===== src/rtl/des_perm_pkg.sv =====
// Shared types, DES IP/FP tables and the per-block permutation function
// used by the des_perm_pipe engine.
package des_perm_pkg;

    typedef enum logic {
        PERM_IP = 1'b0,
        PERM_FP = 1'b1
    } perm_mode_e;

    // 1-based DES bit numbers; entry i names the source bit of output bit i
    localparam int IP_TABLE [0:63] = '{
        58, 50, 42, 34, 26, 18, 10, 2,
        60, 52, 44, 36, 28, 20, 12, 4,
        62, 54, 46, 38, 30, 22, 14, 6,
        64, 56, 48, 40, 32, 24, 16, 8,
        57, 49, 41, 33, 25, 17,  9, 1,
        59, 51, 43, 35, 27, 19, 11, 3,
        61, 53, 45, 37, 29, 21, 13, 5,
        63, 55, 47, 39, 31, 23, 15, 7
    };

    localparam int FP_TABLE [0:63] = '{
        40, 8, 48, 16, 56, 24, 64, 32,
        39, 7, 47, 15, 55, 23, 63, 31,
        38, 6, 46, 14, 54, 22, 62, 30,
        37, 5, 45, 13, 53, 21, 61, 29,
        36, 4, 44, 12, 52, 20, 60, 28,
        35, 3, 43, 11, 51, 19, 59, 27,
        34, 2, 42, 10, 50, 18, 58, 26,
        33, 1, 41,  9, 49, 17, 57, 25
    };

    // FP first swaps the halves (undoing the last round's L/R swap), then permutes
    function automatic logic [0:63] perm64(input logic [0:63] blk, input logic mode);
        logic [0:63] src;
        logic [0:63] res;
        logic [5:0]  idx;
        if (mode == PERM_FP) begin
            src = {blk[32:63], blk[0:31]};
        end else begin
            src = blk;
        end
        res = 64'd0;
        for (int i = 0; i < 64; i++) begin
            if (mode == PERM_FP) begin
                idx = 6'(FP_TABLE[i] - 1);
            end else begin
                idx = 6'(IP_TABLE[i] - 1);
            end
            res[i] = src[idx];
        end
        return res;
    endfunction

endpackage


===== src/rtl/des_perm_stage.sv =====
// One valid/ready register stage carrying a permuted beat and its mode.
module des_perm_stage
    import des_perm_pkg::*;
#(
    parameter int WIDTH = 64
) (
    input  logic             clk,
    input  logic             rst_n,
    input  logic             in_valid,
    input  logic [0:WIDTH-1] in_data,
    input  logic             in_mode,
    output logic             out_valid,
    input  logic             out_ready,
    output logic [0:WIDTH-1] out_data,
    output logic             out_mode
);

    logic             valid_q, valid_d;
    logic [0:WIDTH-1] data_q, data_d;
    logic             mode_q, mode_d;
    logic             load_s;

    // Load when empty or when the held beat leaves this cycle
    always_comb begin
        load_s  = !valid_q || out_ready;
        valid_d = valid_q;
        data_d  = data_q;
        mode_d  = mode_q;
        if (load_s) begin
            valid_d = in_valid;
            if (in_valid) begin
                data_d = in_data;
                mode_d = in_mode;
            end else begin
                data_d = data_q;
                mode_d = mode_q;
            end
        end else begin
            valid_d = valid_q;
        end
    end

    // Stage registers
    always_ff @(posedge clk or negedge rst_n) begin
        if (!rst_n) begin
            valid_q <= 1'b0;
            data_q  <= '0;
            mode_q  <= 1'b0;
        end else begin
            valid_q <= valid_d;
            data_q  <= data_d;
            mode_q  <= mode_d;
        end
    end

    assign out_valid = valid_q;
    assign out_data  = data_q;
    assign out_mode  = mode_q;

endmodule


===== src/rtl/des_perm_pipe.sv =====
// Pipelined DES IP/FP block-permutation engine, LANES blocks per beat.
// Define DES_PERM_SKID_EN to register in_ready behind a 2-entry input skid buffer.
module des_perm_pipe
    import des_perm_pkg::*;
#(
    parameter int LANES  = 1,
    parameter int STAGES = 1
) (
    input  logic                clk,
    input  logic                rst_n,
    input  logic                in_valid,
    output logic                in_ready,
    input  logic                in_mode,
    input  logic [0:64*LANES-1] in_data,
    output logic                out_valid,
    input  logic                out_ready,
    output logic                out_mode,
    output logic [0:64*LANES-1] out_data,
    output logic [0:32*LANES-1] out_l,
    output logic [0:32*LANES-1] out_r,
    output logic                busy
);

    localparam int W = 64 * LANES;

    logic [0:W-1]      src_data_s;
    logic              src_mode_s;
    logic              src_valid_s;
    logic [0:W-1]      perm_data_s;
    logic [0:W-1]      chain_data_s  [0:STAGES];
    logic              chain_mode_s  [0:STAGES];
    logic              chain_valid_s [0:STAGES];
    logic [STAGES-1:0] v_s;
    logic [STAGES:0]   ready_s;
    logic              all_full_s;

`ifdef DES_PERM_SKID_EN
    logic [0:W-1] skid_data_q [0:1];
    logic [0:W-1] skid_data_d [0:1];
    logic [1:0]   skid_mode_q, skid_mode_d;
    logic         wr_ptr_q, wr_ptr_d;
    logic         rd_ptr_q, rd_ptr_d;
    logic [1:0]   cnt_q, cnt_d;
    logic         in_ready_q, in_ready_d;
    logic         push_s, pop_s;

    // Skid FIFO bookkeeping; in_ready is precomputed from the next occupancy
    always_comb begin
        push_s      = in_valid && in_ready_q;
        pop_s       = (cnt_q != 2'd0) && ready_s[0];
        skid_data_d = skid_data_q;
        skid_mode_d = skid_mode_q;
        wr_ptr_d    = wr_ptr_q;
        rd_ptr_d    = rd_ptr_q;
        if (push_s) begin
            skid_data_d[wr_ptr_q] = in_data;
            skid_mode_d[wr_ptr_q] = in_mode;
            wr_ptr_d              = ~wr_ptr_q;
        end else begin
            wr_ptr_d = wr_ptr_q;
        end
        if (pop_s) begin
            rd_ptr_d = ~rd_ptr_q;
        end else begin
            rd_ptr_d = rd_ptr_q;
        end
        case ({push_s, pop_s})
            2'b10:   cnt_d = cnt_q + 2'd1;
            2'b01:   cnt_d = cnt_q - 2'd1;
            default: cnt_d = cnt_q;
        endcase
        in_ready_d = (cnt_d != 2'd2);
    end

    // Skid FIFO registers
    always_ff @(posedge clk or negedge rst_n) begin
        if (!rst_n) begin
            skid_data_q[0] <= '0;
            skid_data_q[1] <= '0;
            skid_mode_q    <= 2'b00;
            wr_ptr_q       <= 1'b0;
            rd_ptr_q       <= 1'b0;
            cnt_q          <= 2'd0;
            in_ready_q     <= 1'b1;
        end else begin
            skid_data_q <= skid_data_d;
            skid_mode_q <= skid_mode_d;
            wr_ptr_q    <= wr_ptr_d;
            rd_ptr_q    <= rd_ptr_d;
            cnt_q       <= cnt_d;
            in_ready_q  <= in_ready_d;
        end
    end

    assign src_valid_s = (cnt_q != 2'd0);
    assign src_data_s  = skid_data_q[rd_ptr_q];
    assign src_mode_s  = skid_mode_q[rd_ptr_q];
    assign in_ready    = in_ready_q;
`else
    assign src_valid_s = in_valid;
    assign src_data_s  = in_data;
    assign src_mode_s  = in_mode;
    assign in_ready    = ready_s[0];
`endif

    // Permutation is pure wiring ahead of the stage-0 register
    always_comb begin
        perm_data_s = '0;
        for (int k = 0; k < LANES; k++) begin
            perm_data_s[64*k +: 64] = perm64(src_data_s[64*k +: 64], src_mode_s);
        end
    end

    // Ready of stage s: downstream accepts, or some stage at or after s has a hole
    always_comb begin
        ready_s    = '0;
        all_full_s = 1'b1;
        ready_s[STAGES] = out_ready;
        for (int s = 0; s < STAGES; s++) begin
            all_full_s = 1'b1;
            for (int t = s; t < STAGES; t++) begin
                all_full_s = all_full_s && v_s[t];
            end
            ready_s[s] = out_ready || !all_full_s;
        end
    end

    assign chain_valid_s[0] = src_valid_s;
    assign chain_data_s[0]  = perm_data_s;
    assign chain_mode_s[0]  = src_mode_s;

    for (genvar s = 0; s < STAGES; s++) begin : g_stage
        des_perm_stage #(.WIDTH(W)) u_stage (
            .clk       (clk),
            .rst_n     (rst_n),
            .in_valid  (chain_valid_s[s]),
            .in_data   (chain_data_s[s]),
            .in_mode   (chain_mode_s[s]),
            .out_valid (chain_valid_s[s+1]),
            .out_ready (ready_s[s+1]),
            .out_data  (chain_data_s[s+1]),
            .out_mode  (chain_mode_s[s+1])
        );
        assign v_s[s] = chain_valid_s[s+1];
    end

    assign out_valid = chain_valid_s[STAGES];
    assign out_data  = chain_data_s[STAGES];
    assign out_mode  = chain_mode_s[STAGES];
    assign busy      = |v_s;

    // Split each lane into its L and R halves
    always_comb begin
        out_l = '0;
        out_r = '0;
        for (int k = 0; k < LANES; k++) begin
            out_l[32*k +: 32] = out_data[64*k +: 32];
            out_r[32*k +: 32] = out_data[64*k+32 +: 32];
        end
    end

endmodule


===== config.mk =====
export PLATFORM = sky130hd
export DESIGN_NAME = des_perm_pipe
export DESIGN_NICKNAME = d
export VERILOG_FILES = /design/src/rtl/des_perm_pkg.sv /design/src/rtl/des_perm_stage.sv /design/src/rtl/des_perm_pipe.sv
export SDC_FILE = /design/constraint.sdc
export NUM_CORES = 1
export LEC_CHECK = 0
export ABC_AREA = 1
export ABC_CLOCK_PERIOD_IN_PS = 1300
export BUFFER_PORTS_ARGS = -buffer_cell sky130_fd_sc_hd__buf_2
export CAP_MARGIN = 10
export CORE_MARGIN = 8
export CORE_UTILIZATION = 47
export CTS_CLUSTER_SIZE = 8
export DETAILED_ROUTE_END_ITERATION = 7
export PLACE_DENSITY = 0.81
export SYNTH_ARGS = -nofsm -noshare
export SYNTH_HDL_FRONTEND = slang
export SYNTH_SLANG_ARGS = --single-unit

===== constraint.sdc =====
create_clock -name clk -period 1.3 [get_ports clk]
set_input_delay 0.195 -clock clk [delete_from_list [all_inputs] [get_ports clk]]
set_output_delay 0.195 -clock clk [all_outputs]
set_load 0.03 [all_outputs]

---- Yosys cells after proc, flatten, opt, wreduce, memory -nomap -nowiden ----
Cells that the tools add are included.
word-level totals
  register bits ........................... 66
cells by class
  order comparisons ....................... 60
  reductions and logical operators ........ 3
  bitwise logic cells ..................... 60
  muxes and demuxes ....................... 241
operator list
  cell                  number
  $ge A7 B7 Y1 const B  60
  $bmux W1 S6           60
  $not A6 Y7            46
  $mux W6               32
  $mux W1               120
  $not A5 Y7            14
  $mux W5               16
  $mux W64              1
  $mux W3               8
  $mux W2               4
  $reduce_and A2 Y1     1
  $logic_not A1 Y1      1
  $logic_or A1 B1 Y1    1

---- Longest topological paths before layout ----
  depth after elaboration ................. 5
  gate-level depth with buffers ........... 7
  depth with buffers taken out ............ 5

---- Cells and area by module ----
From an unflattened synthesis, not the netlist that was laid out.
second synthesis, totals
  cell total of the unflattened synthesis .. 559
  area, all modules ....................... 3968.8 um^2
by module, submodules not included
  module          instances  cells each  area each (um^2)
  des_perm_stage  1          286         2628.8
  des_perm_pipe   1          273         1340.0

---- Worst setup path after synthesis ----
No wires, ideal clock.
  kind .................................... register -> register
  from .................................... reg g_stage[0].u_stage.valid_q
  to ...................................... reg g_stage[0].u_stage.mode_q
  data required time ...................... 1182 ps
  cell stages (with the launch flop) ...... 7
  clock period less this slack ............ 1388 ps
  arrival ................................. 1270 ps
  setup slack ............................. -88 ps
  library setup time ...................... 118 ps
  cell sequence ........................... dfrtp_1 -> nand2_2 -> nand2_1 -> buf_4 -> buf_4 -> nand2_1 -> nand2_1
on the way
  cells in the longest elaborated chain, start to end .. 3
RTL lines
  item                         RTL line              source
  start: declaration           des_perm_stage.sv:18  logic valid_q, valid_d;
  start signal: assignment     des_perm_stage.sv:50  valid_q <= valid_d;
  $logic_not A1 Y1             n/a
  $logic_or A1 B1 Y1           n/a
  net in_ready                 des_perm_pipe.sv:12   output logic in_ready,
  $reduce_and A2 Y1 (no line)  n/a
  end signal: assignment       des_perm_stage.sv:52  mode_q <= mode_d;
  end: declaration             des_perm_stage.sv:20  logic mode_q, mode_d;
The timed path passes the listed nets, and every way through them passes these cells.
A chain may end at the register's enable or synchronous reset.

---- Worst setup path after layout ----
  from .................................... reg g_stage[0].u_stage.valid_q
  to ...................................... out in_ready
on the way
  cells in the longest elaborated chain, start to end .. 2
RTL lines
  item                RTL line              source
  $logic_not A1 Y1    des_perm_pipe.sv:124  ready_s[s] = out_ready || !all_full_s;
  $logic_or A1 B1 Y1  des_perm_pipe.sv:124
  end: declaration    des_perm_pipe.sv:12
Every way passes these cells.

==> impl_metrics.yaml <==
outcome:
  outcome: "finished clean"
power:
  power_density_nw_per_um2: 1510
  p_total_mw: 7.00
  peakVddDrop_mv: 0.611
  power.leakage_nw: 3.00
drt:
  drc: 0
  routedWlPerCell_um: 14.6
  drt_wl_total_um: 11500
  via_per_inst: 4.71
  vias: 3727
  drtIter0Drc: 133
  drt-pass1-iter-count: 4
  postRouteAntennaNets: 0
cells_and_area:
  syn_to_final_growth_pct: 9.15
  drive_gt1_share_pct: 33.2
  final_nets: 749
  final_core_util_pct: 53.0
  num_antenna_cells: 0
floorplanning:
  core_area_um2: 8760
  ios: 201
  dieArea_um2: 12400
  start_util_pct: 48.5
  die_w_um: 111
  rows: 34
  die_h_um: 111
yosys:
  synth_enable_flop_cells: 0
  yosysMostFrequentCell: "nand2_1"
  syn_area_um2: 4250
  yosysUniqueCellTypes: 11
  ys_ff_latch: 66
  async_reset_ff_share_pct: 100
  syn_area_per_cell_um2: 6.92
  yosysTopAreaCellShare_pct: 38.8
  synth_area_leader_cell: "dfrtp_1"
  ys_seq_area_share_pct: 38.8
  syn_nets: 684
  ys_dominant_reg_cell: "dfrtp_1"
  yosys_warnings: 0
  synth_common_cells: "nand2_1, buf_4, dfrtp_1"
  syn_inst: 615
  synth_area_leaders: "dfrtp_1, nand2_1, buf_4"
clocking:
  path_clk_slew_ps: 70
  clock-root-buffer: "clkbuf_8"
  clockBufferDepth: 2
  insertion_delay_ps: 330
  cts_made_buffers: 9
  h-tree-depth: 3
  cts_tree: "done"
  clock_sinks: 66
hold_path:
  hold_path_depth: 3
  min_path_type: "in2reg"
global_routing:
  antenna_found_initial: 0
  grt_max_degree: 67
  grt_usage_pct: 18.5
  grt_pass1_wl_um: 19000
  grt_overflow: 0
  grt_pass1_vias: 3844
run:
  cap_violations: 0
critical_path:
  required_ps: 1110
  worstSetupStartpointType: "flip-flop"
  cp.arrival_ps: 1040
  reg2regPathDepth: 4
  path_class: "reg2out"
  critPathMaxFanout: 4
  cp-end-kind: "output port"
timing:
  min_period_ps: 1240
  rsz0062_at_grt: "false"
  setup_viol_count_final: 0
  hold_viol: 0
  finalCritPeriodShare_pct: 95.2
  skew_ps: 9.76
  fin_setup_tns_ps: 0
  slew_headroom_pct: 76.0
  worst_slew_pin_slew_ps: 360
  fmax_ghz: 0.808
  drv_slew: 0
place:
  numPortBuffers: 200
  gp_congestion: 0.799
  dpl.hpwl_um: 8740
## worst max-delay path: stages (launching register included)
cell     delay [ps]
dfrtp_2         450
nand2_4         100
buf_4           160
## path summary, 6_finish.rpt
path | from | end | slack, ps
max | g_stage[0].u_stage.out_valid | in_ready | 60
min reg2reg | g_stage[0].u_stage.out_mode | g_stage[0].u_stage.out_mode | 480
max reg2reg | g_stage[0].u_stage.out_valid | g_stage[0].u_stage.out_data[24] | 120
min | in_valid | g_stage[0].u_stage.out_valid | 140
max in group asynchronous | rst_n | g_stage[0].u_stage.out_valid | 570
min in group asynchronous | rst_n | g_stage[0].u_stage.out_data[37] | 420
## state kept, by name (all words and copies together) (netlist names)
register and count:
g_stage.u_stage.out_mode 1, g_stage.u_stage.out_data 64, g_stage.u_stage.out_valid 1
## report_power, final
group | internal, mW | leakage (nW) | switching (mW) | total, mW
Combinational | 0.713 | 2.07 | 1.94 | 2.65
Sequential | 2.34 | 0.819 | 0.230 | 2.57
Clock | 1.03 | 0.106 | 0.747 | 1.78
Total | 4.09 | 3.00 | 2.91 | 7.00
## through the flow
step                      hold slack, ps  std cells  worst slack [ps]  area [um^2]
after floorplan                     -101        615              46.0         4260
after global placement               237        776               160         4430
after detailed placement             245        776               130         4430
after CTS                            117        792              3.25         4640
after global routing                 130        792              18.5         4640
final                                138        792              61.8         4640
## final cells by class
class | count | area (um^2)
fill | 864 | 4120
sequential | 66 | 1650
multi-input combinational | 391 | 1490
timing repair buffer | 209 | 1150
clock buffer | 13 | 169
tap | 108 | 135
clock inverter | 2 | 35.0
inverter | 3 | 11.3
## kinds of logic (layout without fill, tap and decap cells)
logic type | after synthesis | after routing | synth area share (%)
AOI/OAI and AO/OA | 1 | 1 | 0.382
and+or+nand+nor | 390 | 390 | 34.5
buffers and inverters | 158 | 227 | 26.3
DFF | 66 | 66 | 38.8
## routing by layer
metal  up-vias  share of wire, %  track usage, %
met5         -                 0               0
met4         0               1.4            6.76
met3        13                10            7.68
met2       173                48            31.3
met1      1712                40            20.4
li1       1829                 -               -
## timing repair
item | in CTS | in global routing
gates resized for setup | 0 | 2
hold endpoints to repair | 66 | 0
setup buffers | 0 | 0
hold buffers | 1 | 0
setup endpoints to repair | 0 | 1
## placed cells by master, fill, tap and decap left out
| cell type | instances |
|---|---|
| nand2_2 | 1 |
| buf_2 | 199 |
| bufinv_16 | 1 |
| clkbuf_1 | 1 |
| inv_2 | 1 |
| buf_4 | 3 |
| dfrtp_2 | 1 |
| dfrtp_1 | 65 |
| inv_1 | 2 |
| dlygate4sd3_1 | 1 |
| buf_12 | 6 |
| nand3_1 | 1 |
| a21oi_4 | 1 |
| nand2_1 | 387 |
| clkbuf_8 | 12 |
| nand2_4 | 1 |
| clkinv_2 | 1 |
No activity file was read; power rests on OpenSTA's default activity.
